==> src/rtl/game_pkg.sv <==
// rtl/game_pkg.sv - shared state encoding and constants for the game score keeper
package game_pkg;

  typedef enum logic [1:0] {
    IDLE  = 2'd0,
    PLAY  = 2'd1,
    PAUSE = 2'd2,
    OVER  = 2'd3
  } state_t;

  localparam logic [15:0] SCORE_MAX_BCD  = 16'h9999;
  localparam int          LEVEL_STEP_DEF = 10;
  localparam int          MAX_LEVEL_DEF  = 7;

endpackage

==> src/rtl/game_score_keeper_if.sv <==
// rtl/game_score_keeper_if.sv - control inputs and score/status outputs of the score keeper
interface game_score_keeper_if;

  logic        start;
  logic        pause;
  logic        score;
  logic        end_game;
  logic [1:0]  state;
  logic        running;
  logic [15:0] score_bcd;
  logic [15:0] high_bcd;
  logic [2:0]  level;
  logic        over_flag;

  // Drives the game events and observes the status
  modport master (
    output start, pause, score, end_game,
    input  state, running, score_bcd, high_bcd, level, over_flag
  );

  // The score keeper itself
  modport slave (
    input  start, pause, score, end_game,
    output state, running, score_bcd, high_bcd, level, over_flag
  );

endinterface

==> src/rtl/bcd_counter4.sv <==
// rtl/bcd_counter4.sv - four-digit BCD up-counter with synchronous clear, saturating at 9999
module bcd_counter4
  import game_pkg::*;
(
  input  logic        clk,
  input  logic        rst,
  input  logic        clr,
  input  logic        inc,
  output logic [15:0] q,
  output logic        sat
);

  logic [15:0] q_inc;
  logic        carry;

  // Ripple a +1 through the digits; a 9 rolls to 0 and passes the carry on
  always_comb begin
    q_inc = q;
    carry = 1'b1;
    for (int i = 0; i < 4; i++) begin
      if (carry) begin
        if (q[i*4 +: 4] == 4'd9) begin
          q_inc[i*4 +: 4] = 4'd0;
        end else begin
          q_inc[i*4 +: 4] = q[i*4 +: 4] + 4'd1;
          carry = 1'b0;
        end
      end
    end
  end

  assign sat = (q == SCORE_MAX_BCD);

  // Count register: clear beats increment, increments at 9999 are dropped
  always_ff @(posedge clk or posedge rst) begin
    if (rst) begin
      q <= 16'h0000;
    end else if (clr) begin
      q <= 16'h0000;
    end else if (inc && !sat) begin
      q <= q_inc;
    end
  end

endmodule

==> src/rtl/game_score_keeper.sv <==
// rtl/game_score_keeper.sv - game state machine with BCD score, high score and difficulty level
module game_score_keeper
  import game_pkg::*;
#(
  parameter int LEVEL_STEP = LEVEL_STEP_DEF,
  parameter int MAX_LEVEL  = MAX_LEVEL_DEF
) (
  input logic               clk,
  input logic               rst,
  game_score_keeper_if.slave bus
);

  state_t      state_q, state_n;
  logic        score_d;
  logic        score_edge;
  logic        clr;
  logic        inc;
  logic        adv;
  logic        high_load;
  logic        sat;
  logic [15:0] score_q;
  logic [15:0] high_q;
  logic [3:0]  pil_q;
  logic [2:0]  level_q;

  assign score_edge = bus.score & ~score_d;
  // A point only advances the level when the score counter actually moved
  assign adv = inc & ~sat;

  // State register
  always_ff @(posedge clk or posedge rst) begin
    if (rst) state_q <= IDLE;
    else     state_q <= state_n;
  end

  // Next state and per-cycle control; end_game beats pause and scoring, start beats pause
  always_comb begin
    state_n   = state_q;
    clr       = 1'b0;
    inc       = 1'b0;
    high_load = 1'b0;
    case (state_q)
      IDLE: begin
        if (bus.start) begin
          state_n = PLAY;
          clr     = 1'b1;
        end
      end
      PLAY: begin
        if (bus.end_game) begin
          state_n   = OVER;
          high_load = (score_q > high_q);
        end else begin
          if (bus.pause) state_n = PAUSE;
          inc = score_edge;
        end
      end
      PAUSE: begin
        if (bus.start) begin
          state_n = PLAY;
          clr     = 1'b1;
        end else if (bus.pause) begin
          state_n = PLAY;
        end
      end
      OVER: begin
        if (bus.start) begin
          state_n = PLAY;
          clr     = 1'b1;
        end
      end
      default: state_n = IDLE;
    endcase
  end

  // Score level history, tracked in every state so held levels never count on resume
  always_ff @(posedge clk or posedge rst) begin
    if (rst) score_d <= 1'b0;
    else     score_d <= bus.score;
  end

  // Points-in-level counter and saturating difficulty level
  always_ff @(posedge clk or posedge rst) begin
    if (rst) begin
      pil_q   <= 4'd0;
      level_q <= 3'd0;
    end else if (clr) begin
      pil_q   <= 4'd0;
      level_q <= 3'd0;
    end else if (adv) begin
      if (pil_q == 4'(LEVEL_STEP - 1)) begin
        pil_q <= 4'd0;
        if (level_q != 3'(MAX_LEVEL)) level_q <= level_q + 3'd1;
      end else begin
        pil_q <= pil_q + 4'd1;
      end
    end
  end

  // Best score, captured from the pre-increment score on the way into OVER
  always_ff @(posedge clk or posedge rst) begin
    if (rst)            high_q <= 16'h0000;
    else if (high_load) high_q <= score_q;
  end

  bcd_counter4 u_score (
    .clk (clk),
    .rst (rst),
    .clr (clr),
    .inc (inc),
    .q   (score_q),
    .sat (sat)
  );

  assign bus.state     = state_q;
  assign bus.running   = (state_q == PLAY);
  assign bus.over_flag = (state_q == OVER);
  assign bus.score_bcd = score_q;
  assign bus.high_bcd  = high_q;
  assign bus.level     = level_q;

endmodule

==> src/flat_wrapper.sv <==
// flat-port wrapper written by rule: the top's interface ports become plain ports
module game_score_keeper_flat import game_pkg::*;
#(
  parameter int LEVEL_STEP = LEVEL_STEP_DEF,
  parameter int MAX_LEVEL  = MAX_LEVEL_DEF
)
  (clk, rst, bus_start, bus_pause, bus_score, bus_end_game, bus_state, bus_running, bus_score_bcd, bus_high_bcd, bus_level, bus_over_flag);
  game_score_keeper_if bus_i ();
  input logic clk;
  input logic rst;
  input wire logic [$bits(bus_i.start)-1:0] bus_start;
  input wire logic [$bits(bus_i.pause)-1:0] bus_pause;
  input wire logic [$bits(bus_i.score)-1:0] bus_score;
  input wire logic [$bits(bus_i.end_game)-1:0] bus_end_game;
  output wire logic [$bits(bus_i.state)-1:0] bus_state;
  output wire logic [$bits(bus_i.running)-1:0] bus_running;
  output wire logic [$bits(bus_i.score_bcd)-1:0] bus_score_bcd;
  output wire logic [$bits(bus_i.high_bcd)-1:0] bus_high_bcd;
  output wire logic [$bits(bus_i.level)-1:0] bus_level;
  output wire logic [$bits(bus_i.over_flag)-1:0] bus_over_flag;
  assign bus_i.start = bus_start;
  assign bus_i.pause = bus_pause;
  assign bus_i.score = bus_score;
  assign bus_i.end_game = bus_end_game;
  assign bus_state = bus_i.state;
  assign bus_running = bus_i.running;
  assign bus_score_bcd = bus_i.score_bcd;
  assign bus_high_bcd = bus_i.high_bcd;
  assign bus_level = bus_i.level;
  assign bus_over_flag = bus_i.over_flag;
  game_score_keeper #(.LEVEL_STEP(LEVEL_STEP), .MAX_LEVEL(MAX_LEVEL)) u_core (.clk(clk), .rst(rst), .bus(bus_i));
endmodule
==> config.mk <==
export PLATFORM = sky130hd
export DESIGN_NAME = game_score_keeper_flat
export DESIGN_NICKNAME = d
export VERILOG_FILES = /design/src/rtl/game_pkg.sv /design/src/rtl/game_score_keeper_if.sv /design/src/rtl/bcd_counter4.sv /design/src/rtl/game_score_keeper.sv /design/src/flat_wrapper.sv
export SDC_FILE = /design/constraint.sdc
export NUM_CORES = 1
export LEC_CHECK = 0
export CAP_MARGIN = 20
export CORE_ASPECT_RATIO = 1.1
export CORE_UTILIZATION = 30
export DETAILED_ROUTE_END_ITERATION = 10
export SLEW_MARGIN = 10
export SYNTH_ARGS = -nofsm -noshare
export SYNTH_HDL_FRONTEND = slang
export SYNTH_SLANG_ARGS = --single-unit
==> constraint.sdc <==
create_clock -name clk -period 6.1 [get_ports clk]
set_input_delay 1.22 -clock clk [delete_from_list [all_inputs] [get_ports clk]]
set_output_delay 1.22 -clock clk [all_outputs]
set_load 0.02 [all_outputs]
---- Word-level counts from Yosys, hierarchy flattened ----
Cells that the tools add are included.
word-level totals
  flip-flop bits (word level) ............. 42
  input port bits ......................... 6
  output and inout port bits .............. 39
  word-level logic and storage cells ...... 83
cells by class
  $add $sub $neg .......................... 6
  order comparisons ....................... 1
  equality and inequality tests ........... 13
  multiplexer cells ....................... 33
  bitwise operators ....................... 4
  reductions and logical operators ........ 17
operators by type and width
  cell                    number
  $mux W4                 10
  $mux W16                2
  $add A4 B1 Y4 const B   5
  $eq A4 B4 Y1 const B    5
  $eq A16 B16 Y1 const B  1
  $gt A16 B16 Y1          1
  $reduce_bool A2 Y1      7
  $mux W3                 4
  $mux W1                 11
  $mux W2                 5
  $ne A3 B3 Y1 const B    3
  $pmux W2 S3             1
  $reduce_and A2 Y1       3
  $reduce_and A3 Y1       2
  $eq A2 B2 Y1 const B    2
  $add A3 B1 Y3 const B   1
  $reduce_or A3 Y1        1
  $and A1 B1 Y1           2
  $eq A2 B1 Y1 const B    1
  $logic_not A2 Y1        1
  $ne A2 B1 Y1 const B    1
  $not A1 Y1              2
  $reduce_or A2 Y1        1
  $logic_and A1 B1 Y1     1
  $logic_not A1 Y1        1

---- Depth between registers and ports, before layout ----
  depth in word-level cells ............... 7
  depth in mapped cells ................... 9
  gate-level depth less buffers ........... 7

---- Cells and area by module ----
A second synthesis with hierarchy kept.
unflattened totals
  cells, all modules ...................... 250
  area, all modules ....................... 2611.3 um^2
modules (own cells, without submodules)
  module             times used  cells an instance  area an instance (um^2)  sequential area each (um^2)
  game_score_keeper  1           150                1639.1                   650.6
  bcd_counter4       1           100                972.2                    400.4

---- Least setup slack after synthesis ----
Ideal clock, no wire load.
  path type ............................... input to register
  start point ............................. in bus_end_game
  end point ............................... reg u_core.u_score.q[14]
  arrival ................................. 2421 ps
  slack ................................... 3596 ps
  stages on the path ...................... 5
  buffers on the path ..................... 1
  cells stage by stage .................... and4bb_2 buf_2 nand4_1 or3b_2 o21ai_0
between the ends
  longest elaborated chain between the ends .. 5
RTL lines
  element                              line                     text
  start, declared                      flat_wrapper.sv:14       input wire logic [$bits(bus_i.end_game)-1:0] bus_end_game;
  $mux W1                              game_score_keeper.sv:50  if (bus.end_game) begin
  $mux W1                              game_score_keeper.sv:42  case (state_q)
  $logic_and A1 B1 Y1                  bcd_counter4.sv:40       end else if (inc && !sat) begin
  $reduce_bool A2 Y1 (no source line)  n/a
  $reduce_and A2 Y1 (no source line)   n/a
  end signal, assigned                 bcd_counter4.sv:41       q <= q_inc;
  end, declared                        bcd_counter4.sv:9        output logic [15:0] q,
No other way between the ends.
A chain may end at the register's enable or synchronous reset.

---- Worst setup path in the final report ----
  start point ............................. reg u_core.state_q[1], in the netlist u_core.bus.state[1]
  end point ............................... out bus_running
between the ends
  longest elaborated chain between the ends .. 1
RTL lines
  element                 line                      text
  start, declared         game_score_keeper.sv:13   state_t state_q, state_n;
  start signal, assigned  game_score_keeper.sv:33   else state_q <= state_n;
  $eq A2 B1 Y1            game_score_keeper.sv:116  assign bus.running = (state_q == PLAY);
  end, declared           flat_wrapper.sv:16        output wire logic [$bits(bus_i.running)-1:0] bus_running;
No other way between the ends.

==> results.cfg <==
[clock_network]
cts_sinks = 42
cts-root-buf = clkbuf_8
clkSlewWorstSetupHoldPaths_ns = 0.09
cts_hold_buf = 0
htree_levels = 2
post-cts-setup-buffers = 0
cts_buffers = 5
cts_tree = yes
cts_buffer_depth = 2
cts_resized = 0
worstSkewPairLatency_ns = 0.30

[logic_synthesis]
synthArstFlopShare_pct = 100
ys.flop_type = dfrtp_1
syn_nets = 343
ys_warn_count = 0
synth.avg_cell_area_sq_um = 9.31
synth_cells = 306
synthTopCellsByArea = dfrtp_1, ha_1, inv_1
ys_ff_latch = 42
synth_common_cells = dfrtp_1, inv_1, ha_1
synth_largest_area_cell = dfrtp_1
synth_top_area_share_pct = 36.9
netlist_area_sq_um = 2850
synth_edf_count = 0
synth.most_common_cell = dfrtp_1
yosysSeqAreaShare_pct = 36.9
synth_cell_types = 51

[worst_setup_path]
reg2reg_depth = 6
start_kind = flip-flop
critical_path.cell_chain = inv_1 -> ha_1 -> clkdlybuf4s50_1
max_stage_delay_ns = 0.64
path_delay_family = buffers and inverters
critPathBufInv = 2
cp_slowest_cell = clkdlybuf4s50_1
rrSetupSlack_ns = 3.41
reg2reg_from = u_core.u_score.q[12]$_DFFE_PP0P_
cp_data_arrival_time_ns = 1.69
reg2reg_to = u_core.bus.high_bcd[8]$_DFFE_PP0P_
end_kind = primary output
critical_path_required_ns = 4.88
path_class = flip-flop to primary output
cp_max_fo = 7

[drt]
vias_per_cell = 5.35
drt-total-wl_mm = 6.86
via_count = 2462
dr.pass1.iters = 4
drc = 0
avgRoutedWirePerCell_um = 14.9
drt_iter0_drc = 105
antenna_left = 0

[power_and_ir_drop]
peakVddDrop_v = 0.000105
cellPowerDensity_nw_per_um2 = 194
total_power_uw = 670
p_leak_nw = 1.44

[placement]
gp_congestion = 0.797
hpwl_mm = 4.86
postPlaceCellArea_sq_um = 3360
post-place-cells = 452
port_buffers = 44

[floorplan]
io-pin-count = 45
rows = 36
fp.dieArea_sq_um = 9900
design.core.area_sq_um = 9050
fp.dieH_um = 104
die_w_um = 94.9
start_util_pct = 31.5

[grt]
grt_pass1_vias = 2320
grt_max_degree = 43
grt_pass1_wl_mm = 11.5
overflow = 0
antenna_found_initial = 0
grt_use_total_pct = 14.8

[sta]
fmax_ghz = 0.344
finalCriticalPeriod_ns = 2.91
fin_worst_skew_ns = 0.0124
worst_pin_slew_ns = 1.02
finalSetupTns_ns = 0
max_slew_margin_pct = 31.9
min_period_over_period_pct = 47.7
setup_viol = 0
hold_violations = 0
whs_ns = 0.527
drv_slew = 0
grt_setup_unrepaired = false

[cells_and_area]
drive_above_1_share_pct = 6.07
stdcell_area_sq_um = 3450
area_growth_pct = 20.9
multi_input_area_sq_um = 1560
n_fill_cell = 927
stdcell_count = 460
seq_area_sq_um = 1050
nNetsFinal = 383
antenna_cells_inserted = 0

[worst_hold_path]
hold_start = u_core.bus.high_bcd[7]$_DFFE_PP0P_
hp-class = flip-flop to flip-flop
hold_depth = 2
min_to = u_core.bus.high_bcd[7]$_DFFE_PP0P_

[run_status]
status = complete, no violations

[job]
max_cap_violations = 0
[kinds of logic (layout without fill, tap and decap cells)]
| kind of cell | after synthesis | after routing | share of synthesized area, % |
|---|---|---|---|
| compound gates | 83 | 83 | 19.8 |
| xor+xnor | 1 | 1 | 0.307 |
| fa+ha+maj | 31 | 31 | 13.6 |
| buf+inv | 55 | 95 | 8.52 |
| flops | 42 | 42 | 36.9 |
| mux | 3 | 3 | 1.10 |
| simple gates | 91 | 91 | 19.8 |
[where the power goes]
group          leakage [nW]  internal [mW]  switching, mW
registers             0.541          0.292         0.0184
logic                 0.860         0.0686          0.116
clock network        0.0383         0.0791         0.0965
[flip-flops by register name, indices dropped and copies added, names as in the netlist]
name                 cells
u_core.score_d           1
u_core.bus.level         3
u_core.pil_q             4
u_core.bus.state         2
u_core.u_score.q        16
u_core.bus.high_bcd     16
[worst min-delay path, cell delays in order, from the launching register on]
cell,delay [ns]
dfrtp_1,0.37
a32oi_1,0.06
o31ai_1,0.06
[through the flow]
stage / setup slack (ns) / util [%]
after global placement: 2.94 / 37.1
after CTS: 3.17 / 38.0
after detailed placement: 2.92 / 37.1
final: 3.19 / 38.1
after global routing: 3.07 / 38.1
after floorplan: 3.60 / -
[cell usage in the layout, fill, tap and decap left out, types with 2 or more instances in the layout]
| cell | instances |
|---|---|
| nand4_1 | 3 |
| a31oi_1 | 4 |
| nor4_1 | 16 |
| a32oi_1 | 16 |
| o31ai_1 | 20 |
| nand3_1 | 11 |
| clkbuf_1 | 2 |
| ha_1 | 31 |
| clkbuf_8 | 5 |
| mux2i_1 | 2 |
| a21oi_1 | 16 |
| o21a_1 | 2 |
| buf_4 | 4 |
| o21ai_0 | 14 |
| and3b_1 | 2 |
| dfrtp_1 | 42 |
| nand3b_1 | 3 |
| or3_1 | 4 |
| and3_1 | 3 |
| or4_1 | 2 |
| inv_1 | 39 |
| a21o_1 | 2 |
| clkdlybuf4s50_1 | 44 |
| nor2_1 | 13 |
| o21ai_1 | 2 |
| nor3_1 | 3 |
| nand2_1 | 15 |
| nand2b_1 | 3 |
[layer usage]
| metal | part of all wire, % | routed length, um | global-route usage (%) |
|---|---|---|---|
| met4 | 1.8 | 123 | 4.87 |
| met2 | 48 | 3310 | 23.9 |
| met3 | 3.8 | 260 | 3.07 |
| met5 | 0 | 0 | 0 |
| met1 | 46 | 3170 | 19.3 |
[worst max path at each step]
stage	slack, ns	endpoint	startpoint	depth (start not counted)
2_1_floorplan	3.60	u_core.u_score.q[14]$_DFFE_PP0P_	bus_end_game	5
3_3_place_gp	2.94	u_core.u_score.q[10]$_DFFE_PP0P_	bus_end_game	5
3_5_place_dp	2.92	u_core.u_score.q[10]$_DFFE_PP0P_	bus_end_game	5
4_1_cts	3.17	bus_running	u_core.bus.state[1]$_DFFE_PP0P_	3
5_1_grt	3.07	u_core.u_score.q[10]$_DFFE_PP0P_	bus_end_game	5
6_report	3.19	bus_running	u_core.bus.state[1]$_DFFE_PP0P_	3
[final cells by class]
class | instances | share of cell area, %
multi-input combinational | 209 | 45.2
sequential | 42 | 30.5
timing repair buffer | 48 | 13.6
inverter | 40 | 4.36
tap | 114 | 4.14
clock buffer | 7 | 2.21
No activity file was read; power rests on OpenSTA's default activity.
